--- src/rtl/uart_tx_fifo.sv ---
// UART 8N1 transmitter fed by a 16-entry byte FIFO.
// Back-to-back frames leave the line with no idle gap between them.
module uart_tx_fifo #(
   parameter int DELAY_FRAMES = 234,
   parameter int FIFO_AW      = 4
) (
   input  logic             clk,
   input  logic             rst,
   input  logic [7:0]       txData,
   input  logic             txDataValid,
   output logic             txReady,
   output logic [FIFO_AW:0] fifoCount,
   output logic             txBusy,
   output logic             overflow,
   output logic             uart_tx
);

   localparam int DEPTH = 2 ** FIFO_AW;
   localparam int CW    = (DELAY_FRAMES > 2) ? $clog2(DELAY_FRAMES) : 1;
   localparam logic [FIFO_AW:0] FULL = (FIFO_AW + 1)'(DEPTH);
   localparam logic [CW-1:0]    LAST = CW'(DELAY_FRAMES - 1);

   typedef enum logic [1:0] {IDLE, START, DATA, STOP} state_t;

   logic [7:0]         mem [DEPTH];
   logic [FIFO_AW-1:0] wrPtr;
   logic [FIFO_AW-1:0] rdPtr;
   logic [FIFO_AW:0]   countNext;
   logic               push;
   logic               pop;
   logic               notEmpty;

   state_t       state;
   state_t       stateNext;
   logic [CW-1:0] bitCnt;
   logic [CW-1:0] bitCntNext;
   logic [2:0]   bitIdx;
   logic [2:0]   bitIdxNext;
   logic [7:0]   shiftReg;
   logic [7:0]   shiftNext;
   logic         lineNext;
   logic         bitDone;

   assign push     = txDataValid & txReady;
   assign notEmpty = (fifoCount != '0);
   assign bitDone  = (bitCnt == LAST);

   // Occupancy after this edge; push and pop together leave it unchanged.
   always_comb begin
      countNext = fifoCount;
      unique case ({push, pop})
         2'b10:   countNext = fifoCount + 1'b1;
         2'b01:   countNext = fifoCount - 1'b1;
         default: countNext = fifoCount;
      endcase
   end

   // Storage array; pushes during reset are ignored.
   always_ff @(posedge clk) begin
      if (!rst && push) begin
         mem[wrPtr] <= txData;
      end
   end

   // FIFO pointers, count, registered ready and sticky overflow.
   always_ff @(posedge clk) begin
      if (rst) begin
         wrPtr     <= '0;
         rdPtr     <= '0;
         fifoCount <= '0;
         txReady   <= 1'b1;
         overflow  <= 1'b0;
      end else begin
         if (push) begin
            wrPtr <= wrPtr + 1'b1;
         end
         if (pop) begin
            rdPtr <= rdPtr + 1'b1;
         end
         fifoCount <= countNext;
         txReady   <= (countNext != FULL);
         if (txDataValid && !txReady) begin
            overflow <= 1'b1;
         end
      end
   end

   // Frame sequencer: next state, bit timing, pop and line level.
   always_comb begin
      stateNext  = state;
      bitCntNext = bitDone ? '0 : bitCnt + 1'b1;
      bitIdxNext = bitIdx;
      shiftNext  = shiftReg;
      pop        = 1'b0;
      lineNext   = 1'b1;
      unique case (state)
         IDLE: begin
            bitCntNext = '0;
            bitIdxNext = '0;
            if (notEmpty) begin
               pop       = 1'b1;
               shiftNext = mem[rdPtr];
               stateNext = START;
            end
         end
         START: begin
            lineNext = 1'b0;
            if (bitDone) begin
               bitIdxNext = '0;
               stateNext  = DATA;
            end
         end
         DATA: begin
            lineNext = shiftReg[bitIdx];
            if (bitDone) begin
               if (bitIdx == 3'd7) begin
                  stateNext = STOP;
               end else begin
                  bitIdxNext = bitIdx + 1'b1;
               end
            end
         end
         STOP: begin
            lineNext = 1'b1;
            if (bitDone) begin
               if (notEmpty) begin
                  pop       = 1'b1;
                  shiftNext = mem[rdPtr];
                  stateNext = START;
               end else begin
                  stateNext = IDLE;
               end
            end
         end
         default: begin
            stateNext = IDLE;
         end
      endcase
   end

   // Sequencer state plus line and busy registers, one cycle behind state.
   always_ff @(posedge clk) begin
      if (rst) begin
         state    <= IDLE;
         bitCnt   <= '0;
         bitIdx   <= '0;
         shiftReg <= '0;
         uart_tx  <= 1'b1;
         txBusy   <= 1'b0;
      end else begin
         state    <= stateNext;
         bitCnt   <= bitCntNext;
         bitIdx   <= bitIdxNext;
         shiftReg <= shiftNext;
         uart_tx  <= lineNext;
         txBusy   <= (state != IDLE);
      end
   end

endmodule

--- config.mk ---
export PLATFORM = sky130hd
export DESIGN_NAME = uart_tx_fifo
export DESIGN_NICKNAME = d
export VERILOG_FILES = /design/src/rtl/uart_tx_fifo.sv
export SDC_FILE = /design/constraint.sdc
export NUM_CORES = 1
export LEC_CHECK = 0
export BUFFER_PORTS_ARGS = -buffer_cell sky130_fd_sc_hd__buf_2
export CAP_MARGIN = 20
export CORE_UTILIZATION = 30
export DETAILED_ROUTE_END_ITERATION = 8
export HOLD_SLACK_MARGIN = 0.06
export PLACE_DENSITY = 0.47
export SLEW_MARGIN = 40
export SYNTH_ARGS = -nofsm -noshare
export SYNTH_HDL_FRONTEND = slang
export SYNTH_SLANG_ARGS = --single-unit
--- constraint.sdc ---
create_clock -name clk -period 3.4 [get_ports clk]
set_clock_uncertainty 0.2 [all_clocks]
set_input_delay 0.17 -clock clk [delete_from_list [all_inputs] [get_ports clk]]
set_output_delay 0.17 -clock clk [all_outputs]
set_load 0.02 [all_outputs]
Yosys cells after proc, flatten, opt, wreduce, memory -nomap -nowiden. Memory sizes are Yosys's and may differ from the RTL's. A register that Yosys moved wholly into a read port is not among the register bits. Index checks and enable logic that the tools add are counted. W data, S select, Z words.

Bits in writable memories: 128. Bits in read-only memories: 0. Memories kept: 1. Bits in latches: 0. Output and inout bits: 9. Register bits: 38. Word-level logic and storage cells: 72. Input port bits: 11.

Memories: mem (depth 16, bits a word 8, read ports 1, clocked after memory_dff 1, write ports 1, line 25) `logic [7:0] mem [DEPTH];`.

Multiply operators: 0. Mux-type cells: 25. Order comparisons: 1. Shift-type cells: 0. Bitwise gates (word level): 1. $add $sub $neg: 6. Reduce and logical (&&, ||, !) cells: 13. Div/mod/pow operators: 0. Equality and inequality tests: 14.

Operators by type and width (count): $mux W8 (2); $pmux W8 S2 (1); $ne A2 B2 Y1 const B (6); $mux W2 (5); $pmux W5 S2 (1); $mux W3 (3); $pmux W3 S3 (1); $add A4 B1 Y4 const B (2); $add A8 B1 Y8 const B (1); $eq A8 B8 Y1 const B (1); $mux W4 (2); $pmux W2 S4 (1); $eq A2 B2 Y1 const B (3); $mux W1 (6); $add A5 B1 Y5 const B (1); $ne A5 B5 Y1 const B (1); $reduce_and A5 Y1 (1); $reduce_bool A5 Y1 (1); $sub A5 B1 Y5 const B (1); $eq A2 B1 Y1 const B (2); $lt A3 B4 Y1 const B (1); $pmux W1 S2 (2); $reduce_and A4 Y1 (1); $reduce_bool A2 Y1 (2); 10 further kinds (12).

Longest topological paths before layout. Gate-level depths: netlist (run 1).

Depth after elaboration: 7. Mapped depth: 14.

Worst setup path before layout (run 1). OpenSTA, ideal clock, no wires.

Path kind: register to register. From: reg bitCnt[0]. To: reg txReady. Required time: 3.136 ns. Buffers on the path: 1. Arrival time: 2.758 ns. Library setup time: 0.064 ns. Slack: 0.379 ns. Cell stages (with the launch flop): 14. Path through: dfxtp_1 -> ha_1 -> and4_1 -> a31oi_1 -> nor3_2 -> ha_1 -> clkbuf_1 -> xor2_1 -> ha_1 -> and3b_1 -> o21ai_0 -> a21oi_1 -> mux2_2 -> nand4_1.

Longest elaborated chain between the ends: 6. Elaborated cells on any way between the ends: 7. Those cells by class: 4 x eq/ne; 3 x mux.

Ends and longest elaborated chain: start, declared (line 35) `logic [CW-1:0] bitCnt;`; start signal, assigned (line 152) `bitCnt <= bitCntNext;`; $eq A8 B8 Y1 * (line 46) `assign bitDone = (bitCnt == LAST);`; $mux W1 * (line 125) `if (bitDone) begin`; $pmux W1 S2 * (line 96) `unique case (state)`; $eq A2 B1 Y1 or $eq A2 B2 Y1 (tied branches) (line 51) `unique case ({push, pop})`; $pmux W5 S2 * (line 51); $ne A5 B5 Y1 * (line 81) `txReady <= (countNext != FULL);`; end signal, assigned (line 81); end, declared (line 11) `output logic txReady,`.

Every way passes the cells marked *; elsewhere a longest branch is shown, timed or not. A chain may end at the register's enable or synchronous reset.

Final worst setup path (run 1). Same ends and word-level chain as after synthesis.

==> results of run 1 <==
layout by cell type (no fill, tap or decap), types with 5 or more instances in the layout:
cell and n:
sky130_fd_sc_hd__a211oi_1 8, sky130_fd_sc_hd__a21oi_1 19, sky130_fd_sc_hd__a22o_1 9, sky130_fd_sc_hd__buf_2 19
sky130_fd_sc_hd__buf_4 17, sky130_fd_sc_hd__clkbuf_16 17, sky130_fd_sc_hd__dfxtp_1 40, sky130_fd_sc_hd__dlygate4sd3_1 9
sky130_fd_sc_hd__edfxtp_1 128, sky130_fd_sc_hd__ha_1 18, sky130_fd_sc_hd__inv_1 10, sky130_fd_sc_hd__mux2i_1 14
sky130_fd_sc_hd__mux4_2 34, sky130_fd_sc_hd__nand2_1 12, sky130_fd_sc_hd__nand3_1 5, sky130_fd_sc_hd__nor2_1 37
sky130_fd_sc_hd__nor2_2 7, sky130_fd_sc_hd__nor2b_1 12, sky130_fd_sc_hd__xnor2_1 6, sky130_fd_sc_hd__xor2_1 10
flip-flops by register name, summed over array words and instances, names as in the netlist, named ones only:
signal,cells
shiftReg,8
mem,128
state,2
bitCnt,8
uart_tx,1
bitIdx,3
rdPtr,4
fifoCount,5
txBusy,1
wrPtr,4
txReady,1
overflow,1
kinds of logic (layout without fill, tap and decap cells):
group	after synthesis	after routing	synth area share, %
fa+ha+maj	18	18	3.24
buf+inv	29	87	1.91
flops	170	170	67.4
simple gates	100	100	7.65
mux	50	50	13.3
compound gates	48	48	4.50
xor+xnor	16	16	2.01
routing by layer:
layer / share of wire [%] / track usage [%] / up-vias
met5: 0 / 0 / -
met4: 0.92 / 4.24 / 0
met3: 3.0 / 3.19 / 10
met2: 50 / 21.6 / 38
met1: 46 / 16.4 / 1890
li1: - / - / 1743
how the worst min path moves through the flow:
stage | from | endpoint | slack (ps)
global route | rst | rdPtr[0] | 100
floorplan | txData[0] | mem[0][0] | 70
finish | rst | wrPtr[2] | 90
CTS | rst | rdPtr[0] | 80
detailed placement | txDataValid | overflow | 220
global placement | txDataValid | overflow | 220
repair_timing:
item | CTS | global route
buffers inserted | 0 | 0
hold buffers | 9 | 0
endpoints found under the hold margin | 129 | 0
endpoints found under the setup margin | 0 | 0
worst max-delay path: stages, from the launching register on:
cell	delay (ps)
sky130_fd_sc_hd__dfxtp_1	400
sky130_fd_sc_hd__ha_1	160
sky130_fd_sc_hd__and4_1	260
sky130_fd_sc_hd__a31oi_1	150
sky130_fd_sc_hd__nor3_2	210
sky130_fd_sc_hd__ha_1	340
sky130_fd_sc_hd__xor2_1	180
sky130_fd_sc_hd__ha_1	210
sky130_fd_sc_hd__and3b_1	160
sky130_fd_sc_hd__o21ai_0	70
sky130_fd_sc_hd__a21oi_1	170
sky130_fd_sc_hd__mux2_2	360
sky130_fd_sc_hd__nand4_1	90
layout make-up:
type	instances	area share, %
clock buffers	17	5.23
inverters	10	0.461
clock inverters	15	2.03
flip-flops and latches	170	57.6
repair buffers	45	3.84
multi-input cells	232	26.5
well taps	285	4.38
where the power goes:
group	total, mW	switching (mW)	internal, mW
Sequential	2.51	0.145	2.37
Clock	1.95	0.855	1.10
Combinational	1.21	0.633	0.580
Total	5.68	1.63	4.05
per-stage QoR:
step           instances  instance area (um2)  power [mW]  setup WS [ps]
2_1_floorplan        431                 6960        3.46            379
3_3_place_gp         733                 7440        3.76            466
3_5_place_dp         733                 7460        3.78            395
4_1_cts              774                 8140        5.75            368
5_1_grt              774                 8140        5.98            110
6_report             774                 8140        5.68            393
==> impl_results.html, run 1 <==
<table>
<tr><th>Metric</th><th>Value</th></tr>
<tr><th colspan="2">Outcome</th></tr>
<tr><td>Run status</td><td>finished, final reports clean</td></tr>
<tr><th colspan="2">Critical path</th></tr>
<tr><td>Highest fanout seen on the critical path</td><td>8</td></tr>
<tr><td>WP data required</td><td>3570 ps</td></tr>
<tr><td>Worst Path Class, Setup</td><td>flop to flop</td></tr>
<tr><td>Worst Path Arrival</td><td>3180 ps</td></tr>
<tr><td>Worst flop-to-flop path startpoint</td><td>bitCnt[0]</td></tr>
<tr><td>Endpoint of the most critical setup path</td><td>txReady</td></tr>
<tr><td>Setup slack of the most critical reg-to-reg path</td><td>390 ps</td></tr>
<tr><td>Reg2reg path depth</td><td>12</td></tr>
<tr><td>Worst reg2reg path endpoint</td><td>txReady</td></tr>
<tr><td>Endpoint class of the critical path</td><td>flop</td></tr>
<tr><td>Start point of the critical path</td><td>bitCnt[0]</td></tr>
<tr><td>Kind of launch point of the worst setup path</td><td>flop</td></tr>
<tr><th colspan="2">CTS</th></tr>
<tr><td>Post-CTS clock slew at the launch and capture registers of the worst setup and hold paths</td><td>70 ps</td></tr>
<tr><td>TritonCTS clock tree</td><td>built</td></tr>
<tr><td>CTS max path bufs</td><td>2</td></tr>
<tr><td>Clk_lat worst skew</td><td>430 ps</td></tr>
<tr><td>Total CTS buffers</td><td>17</td></tr>
<tr><td>Number of clock sinks</td><td>170</td></tr>
<tr><td>H-tree depth</td><td>4</td></tr>
<tr><td>Root Driver</td><td>sky130_fd_sc_hd__clkbuf_16</td></tr>
<tr><td>Resized cells post-CTS</td><td>0</td></tr>
<tr><th colspan="2">STA</th></tr>
<tr><td>Final worst path period need</td><td>3010 ps</td></tr>
<tr><td>Hold WS</td><td>88.0 ps</td></tr>
<tr><td>Final setup violation count</td><td>0</td></tr>
<tr><td>Upper clock frequency limit</td><td>333 MHz</td></tr>
<tr><td>Pins over their slew limit</td><td>0</td></tr>
<tr><td>Slew at the pin with the worst max-slew slack</td><td>611 ps</td></tr>
<tr><td>Worst rel slew slack</td><td>59.3%</td></tr>
<tr><td>Final critical-path share of the clock period</td><td>88.5%</td></tr>
<tr><td>RSZ-0062 raised after global routing</td><td>no</td></tr>
<tr><td>Final hold violation count</td><td>0</td></tr>
<tr><td>Sum of negative setup slack</td><td>0 ps</td></tr>
<tr><th colspan="2">Synth</th></tr>
<tr><td>Most common flop cell mapped by yosys</td><td>sky130_fd_sc_hd__edfxtp_1</td></tr>
<tr><td>Synth top area cells</td><td>sky130_fd_sc_hd__edfxtp_1 55%, sky130_fd_sc_hd__dfxtp_1 12%, sky130_fd_sc_hd__mux4_2 11%</td></tr>
<tr><td>Dominant cell type by area after synthesis</td><td>sky130_fd_sc_hd__edfxtp_1</td></tr>
<tr><td>Post-synthesis sequential area ratio</td><td>67.4%</td></tr>
<tr><td>Count leader, synth</td><td>sky130_fd_sc_hd__edfxtp_1</td></tr>
<tr><td>Post-Syn Area per Cell</td><td>16.1 um2</td></tr>
<tr><td>Warnings, synthesis</td><td>0</td></tr>
<tr><td>Unique masters post-synth</td><td>49</td></tr>
<tr><td>Syn_nets</td><td>460</td></tr>
<tr><td>Most frequent cells after synthesis</td><td>128 x sky130_fd_sc_hd__edfxtp_1, 44 x sky130_fd_sc_hd__nor2_1, 42 x sky130_fd_sc_hd__dfxtp_1, 34 x sky130_fd_sc_hd__mux4_2, 19 x sky130_fd_sc_hd__a21oi_1</td></tr>
<tr><td>Post-synth EDFFs</td><td>128</td></tr>
<tr><td>Area fraction of the dominant cell type after synthesis</td><td>55.3%</td></tr>
<tr><td>Cells after synthesis</td><td>431</td></tr>
<tr><td>Area of the mapped netlist</td><td>0.00696 mm2</td></tr>
<tr><td>Fraction of registers with async set or reset after synthesis</td><td>0%</td></tr>
<tr><td>Post-synthesis register bit count</td><td>170</td></tr>
<tr><th colspan="2">Pwr</th></tr>
<tr><td>Worst IR Drop VDD</td><td>0.327 mV</td></tr>
<tr><td>Power per cell area</td><td>698 mW/mm2</td></tr>
<tr><td>Lkg Pwr</td><td>2.73 nW</td></tr>
<tr><th colspan="2">Hold path</th></tr>
<tr><td>Number of cells traversed by the worst hold path</td><td>3</td></tr>
<tr><td>Worst hold path type</td><td>input port to flop</td></tr>
<tr><th colspan="2">Layout</th></tr>
<tr><td>Count of filler cells inserted in the layout</td><td>2165</td></tr>
<tr><td>Utilization after layout</td><td>35.8%</td></tr>
<tr><td># nets final</td><td>505</td></tr>
<tr><td>Area growth from synthesis to final layout</td><td>17.0%</td></tr>
<tr><td>Proportion of layout cells with a drive suffix above 1</td><td>24.3%</td></tr>
<tr><td>Register area</td><td>0.00469 mm2</td></tr>
<tr><td>Number of inserted diodes</td><td>0</td></tr>
<tr><td>Multi-input gate area</td><td>0.00216 mm2</td></tr>
<tr><th colspan="2">Detailed routing</th></tr>
<tr><td>Detail-routed via count per cell</td><td>4.76</td></tr>
<tr><td>Routed via count</td><td>3681</td></tr>
<tr><td>Post-detailed-routing wire length</td><td>14000 um</td></tr>
<tr><td>DR pass1 iterations</td><td>4</td></tr>
<tr><td>Number of nets with antenna violations after detailed routing</td><td>0</td></tr>
<tr><td>DRC violation count after routing</td><td>0</td></tr>
<tr><td>Initial detailed-routing violation count</td><td>177</td></tr>
<tr><td>DR WL/cell</td><td>18.1 um</td></tr>
<tr><th colspan="2">GRT</th></tr>
<tr><td>Initial antenna violation count</td><td>0</td></tr>
<tr><td>First-pass GRT wire length</td><td>22600 um</td></tr>
<tr><td>Gr usage total</td><td>12.9%</td></tr>
<tr><td>Maximum number of pins on one net before global-route repair</td><td>33</td></tr>
<tr><td>Residual overflow from global routing</td><td>0</td></tr>
<tr><td>Number of global-route vias before repair</td><td>3914</td></tr>
<tr><th colspan="2">Floorplanning</th></tr>
<tr><td>Starting density of the core</td><td>30.6%</td></tr>
<tr><td>Floorplan die height</td><td>154 um</td></tr>
<tr><td>Overall die area</td><td>0.0238 mm2</td></tr>
<tr><td>Site Rows</td><td>55</td></tr>
<tr><td>Std-Cell Core Area</td><td>0.0227 mm2</td></tr>
<tr><td>Ports</td><td>20</td></tr>
<tr><td>DIE WIDTH</td><td>154 um</td></tr>
<tr><th colspan="2">Placement</th></tr>
<tr><td>Detail Placement HPWL</td><td>9120 um</td></tr>
<tr><td>Routability cong.</td><td>0.749</td></tr>
<tr><td>Buffers added on ports</td><td>19</td></tr>
<tr><th colspan="2">Job</th></tr>
<tr><td>Number of maximum-capacitance violations</td><td>0</td></tr>
</table>
Power figures use the tool's default switching activity.
==> run 2, diff against run 1 <==
Settings changed: CORE_UTILIZATION 30 to 35, GPL_TIMING_DRIVEN set to 0, PLACE_DENSITY 0.47 to 0.53.
==> run 2 against run 1 <==
Combinational power is 7% higher. Via count increased by 1.4%. Cell count decreased by 2.2%. Largest power group unchanged. Clock-buffer cell count did not move.
==> impl_results.html, run 2 (same netlist as run 1, synthesis figures left out) <==
<table>
<tr><th>Metric</th><th>Value</th></tr>
<tr><th colspan="2">Detailed routing</th></tr>
<tr><td>DRC violation count after routing</td><td>0</td></tr>
<tr><td>DR pass1 iterations</td><td>5</td></tr>
<tr><td>Number of nets with antenna violations after detailed routing</td><td>0</td></tr>
<tr><td>Post-detailed-routing wire length</td><td>14200 um</td></tr>
<tr><td>DR WL/cell</td><td>18.7 um</td></tr>
<tr><td>Routed via count</td><td>3732</td></tr>
<tr><td>Detail-routed via count per cell</td><td>4.93</td></tr>
<tr><td>Initial detailed-routing violation count</td><td>275</td></tr>
<tr><th colspan="2">Placement</th></tr>
<tr><td>Detail Placement HPWL</td><td>9190 um</td></tr>
<tr><td>Buffers added on ports</td><td>19</td></tr>
<tr><td>Routability cong.</td><td>0.753</td></tr>
<tr><th colspan="2">Layout</th></tr>
<tr><td>Area growth from synthesis to final layout</td><td>17.6%</td></tr>
<tr><td>Leading cell type in the layout, fill and taps excluded</td><td>sky130_fd_sc_hd__edfxtp_1</td></tr>
<tr><td>Count of filler cells inserted in the layout</td><td>1743</td></tr>
<tr><td># nets final</td><td>508</td></tr>
<tr><td>Largest register by flop count</td><td>mem</td></tr>
<tr><td>Number of inserted diodes</td><td>0</td></tr>
<tr><td>Leading cell types in the layout, fill and taps excluded</td><td>128 x sky130_fd_sc_hd__edfxtp_1, 42 x sky130_fd_sc_hd__dfxtp_1, 34 x sky130_fd_sc_hd__mux4_2, 29 x sky130_fd_sc_hd__nor2_1, 26 x sky130_fd_sc_hd__buf_2</td></tr>
<tr><td>Registers with the most flip-flops</td><td>mem: 128 flops, bitCnt: 8 flops, shiftReg: 8 flops</td></tr>
<tr><td>Proportion of layout cells with a drive suffix above 1</td><td>24.6%</td></tr>
<tr><td>Largest register FFs</td><td>128</td></tr>
<tr><th colspan="2">GRT</th></tr>
<tr><td>First-pass GRT wire length</td><td>22400 um</td></tr>
<tr><td>Maximum number of pins on one net before global-route repair</td><td>18</td></tr>
<tr><td>Gr usage total</td><td>15.6%</td></tr>
<tr><td>Initial antenna violation count</td><td>0</td></tr>
<tr><td>Residual overflow from global routing</td><td>0</td></tr>
<tr><td>Number of global-route vias before repair</td><td>3895</td></tr>
<tr><th colspan="2">Floorplanning</th></tr>
<tr><td>Ports</td><td>20</td></tr>
<tr><td>Std-Cell Core Area</td><td>0.0195 mm2</td></tr>
<tr><td>Site Rows</td><td>51</td></tr>
<tr><td>DIE WIDTH</td><td>143 um</td></tr>
<tr><td>Floorplan die height</td><td>143 um</td></tr>
<tr><td>Overall die area</td><td>0.0204 mm2</td></tr>
<tr><td>Starting density of the core</td><td>35.7%</td></tr>
<tr><th colspan="2">STA</th></tr>
<tr><td>Upper clock frequency limit</td><td>320 MHz</td></tr>
<tr><td>Worst rel slew slack</td><td>46.9%</td></tr>
<tr><td>Final worst path period need</td><td>3130 ps</td></tr>
<tr><td>Final hold violation count</td><td>0</td></tr>
<tr><td>Slew at the pin with the worst max-slew slack</td><td>793 ps</td></tr>
<tr><td>Hold WS</td><td>271 ps</td></tr>
<tr><td>Pins over their slew limit</td><td>0</td></tr>
<tr><td>RSZ-0062 raised after global routing</td><td>no</td></tr>
<tr><td>Final setup violation count</td><td>0</td></tr>
<tr><td>Final critical-path share of the clock period</td><td>92.0%</td></tr>
<tr><th colspan="2">CTS</th></tr>
<tr><td>Root Driver</td><td>sky130_fd_sc_hd__clkbuf_16</td></tr>
<tr><td>H-tree depth</td><td>4</td></tr>
<tr><td>Number of clock sinks</td><td>170</td></tr>
<tr><td>Clk_lat worst skew</td><td>430 ps</td></tr>
<tr><td>CTS max path bufs</td><td>2</td></tr>
<tr><td>Post-CTS clock slew at the launch and capture registers of the worst setup and hold paths</td><td>70 ps</td></tr>
<tr><td>Total CTS buffers</td><td>17</td></tr>
<tr><td>TritonCTS clock tree</td><td>built</td></tr>
<tr><th colspan="2">Pwr</th></tr>
<tr><td>Total Power Consumption</td><td>5.89 mW</td></tr>
<tr><td>Lkg Pwr</td><td>2.74 nW</td></tr>
<tr><td>Power per cell area</td><td>720 mW/mm2</td></tr>
<tr><td>Worst IR Drop VDD</td><td>0.432 mV</td></tr>
<tr><th colspan="2">Critical path</th></tr>
<tr><td>Worst Path Arrival</td><td>3290 ps</td></tr>
<tr><td>Highest fanout seen on the critical path</td><td>8</td></tr>
<tr><td>WP data required</td><td>3570 ps</td></tr>
<tr><td>Endpoint class of the critical path</td><td>flop</td></tr>
<tr><td>Worst Path Class, Setup</td><td>flop to flop</td></tr>
<tr><td>Kind of launch point of the worst setup path</td><td>flop</td></tr>
<tr><th colspan="2">Outcome</th></tr>
<tr><td>Run status</td><td>finished, final reports clean</td></tr>
<tr><th colspan="2">Job</th></tr>
<tr><td>Number of maximum-capacitance violations</td><td>0</td></tr>
<tr><th colspan="2">Hold path</th></tr>
<tr><td>Worst hold path type</td><td>flop to flop</td></tr>
</table>
run 2: changes by cell type in the layout (fill, tap and decap cells not counted), sizes merged:
cell         before  now
buf              36   30
bufinv            2    4
clkbuf           17   25
clkinv            5    3
clkinvlp          2    0
dlygate4sd3       9   10
inv              16   18
run 2: per-stage QoR:
step | std cells | worst slack [ps] | area [um2] | util (%) | TNS [ps]
after global placement | 715 | -15.9 | 7380 | 37.9 | -15.9
after floorplan | 431 | 379 | 6960 | - | 0
after global routing | 757 | 14.5 | 8180 | 42.0 | 0
after detailed placement | 715 | -63.7 | 7410 | 38.1 | -93.3
after CTS | 758 | 71.5 | 8170 | 42.0 | 0
final | 757 | 271 | 8180 | 42.0 | 0
run 2: routing by layer:
layer | up-vias | share of wire [%] | GRT usage (%) | wire [um]
met5 | - | 0 | 0 | 0
met4 | 0 | 1.2 | 6.34 | 172
met3 | 13 | 3.2 | 3.96 | 457
met2 | 59 | 51 | 26.3 | 7230
met1 | 1913 | 44 | 18.9 | 6300
li1 | 1747 | - | - | -
run 2: worst paths after layout:
check	depth (start not counted)	start	end	slack (ps)
min	2	overflow	overflow	270
min reg2reg	2	overflow	overflow	270
max reg2reg	12	bitCnt[0]	txReady	270
max	12	bitCnt[0]	txReady	270
run 2: report_power, final:
part | total [mW] | internal (mW) | switching (mW)
Sequential | 2.48 | 2.37 | 0.108
Clock | 2.13 | 1.26 | 0.865
Combinational | 1.29 | 0.583 | 0.703
run 2: cell type report:
cell class	count	area [um2]	area share (%)
buffer	18	91.3	1.12
clock buffer	17	425	5.20
clock inverter	15	226	2.77
inverter	10	37.5	0.459
multi-input combinational	232	2180	26.6
sequential	170	4680	57.3
tap	265	332	4.05
timing repair buffer	30	203	2.48
run 2: repair_timing:
action | 4_1_cts | 5_1_grt
pin swaps | 1 | 0
resized for setup | 0 | 1
setup endpoints to repair | 2 | 2
buffers inserted | 1 | 0
gates cloned | 0 | 0
hold buffers | 10 | 0
hold endpoints to repair | 130 | 0
run 2: worst max-delay path, cell delays in order (launching register included):
cell                      delay [ps]
sky130_fd_sc_hd__dfxtp_1         410
sky130_fd_sc_hd__ha_1            160
sky130_fd_sc_hd__and4_1          270
sky130_fd_sc_hd__a31oi_1         140
sky130_fd_sc_hd__nor3_2          290
sky130_fd_sc_hd__ha_2            330
sky130_fd_sc_hd__xor2_1          170
sky130_fd_sc_hd__ha_1            210
sky130_fd_sc_hd__and3b_1         150
sky130_fd_sc_hd__o21ai_0          70
sky130_fd_sc_hd__a21oi_1         210
sky130_fd_sc_hd__mux2_2          370
sky130_fd_sc_hd__nand4_1         100
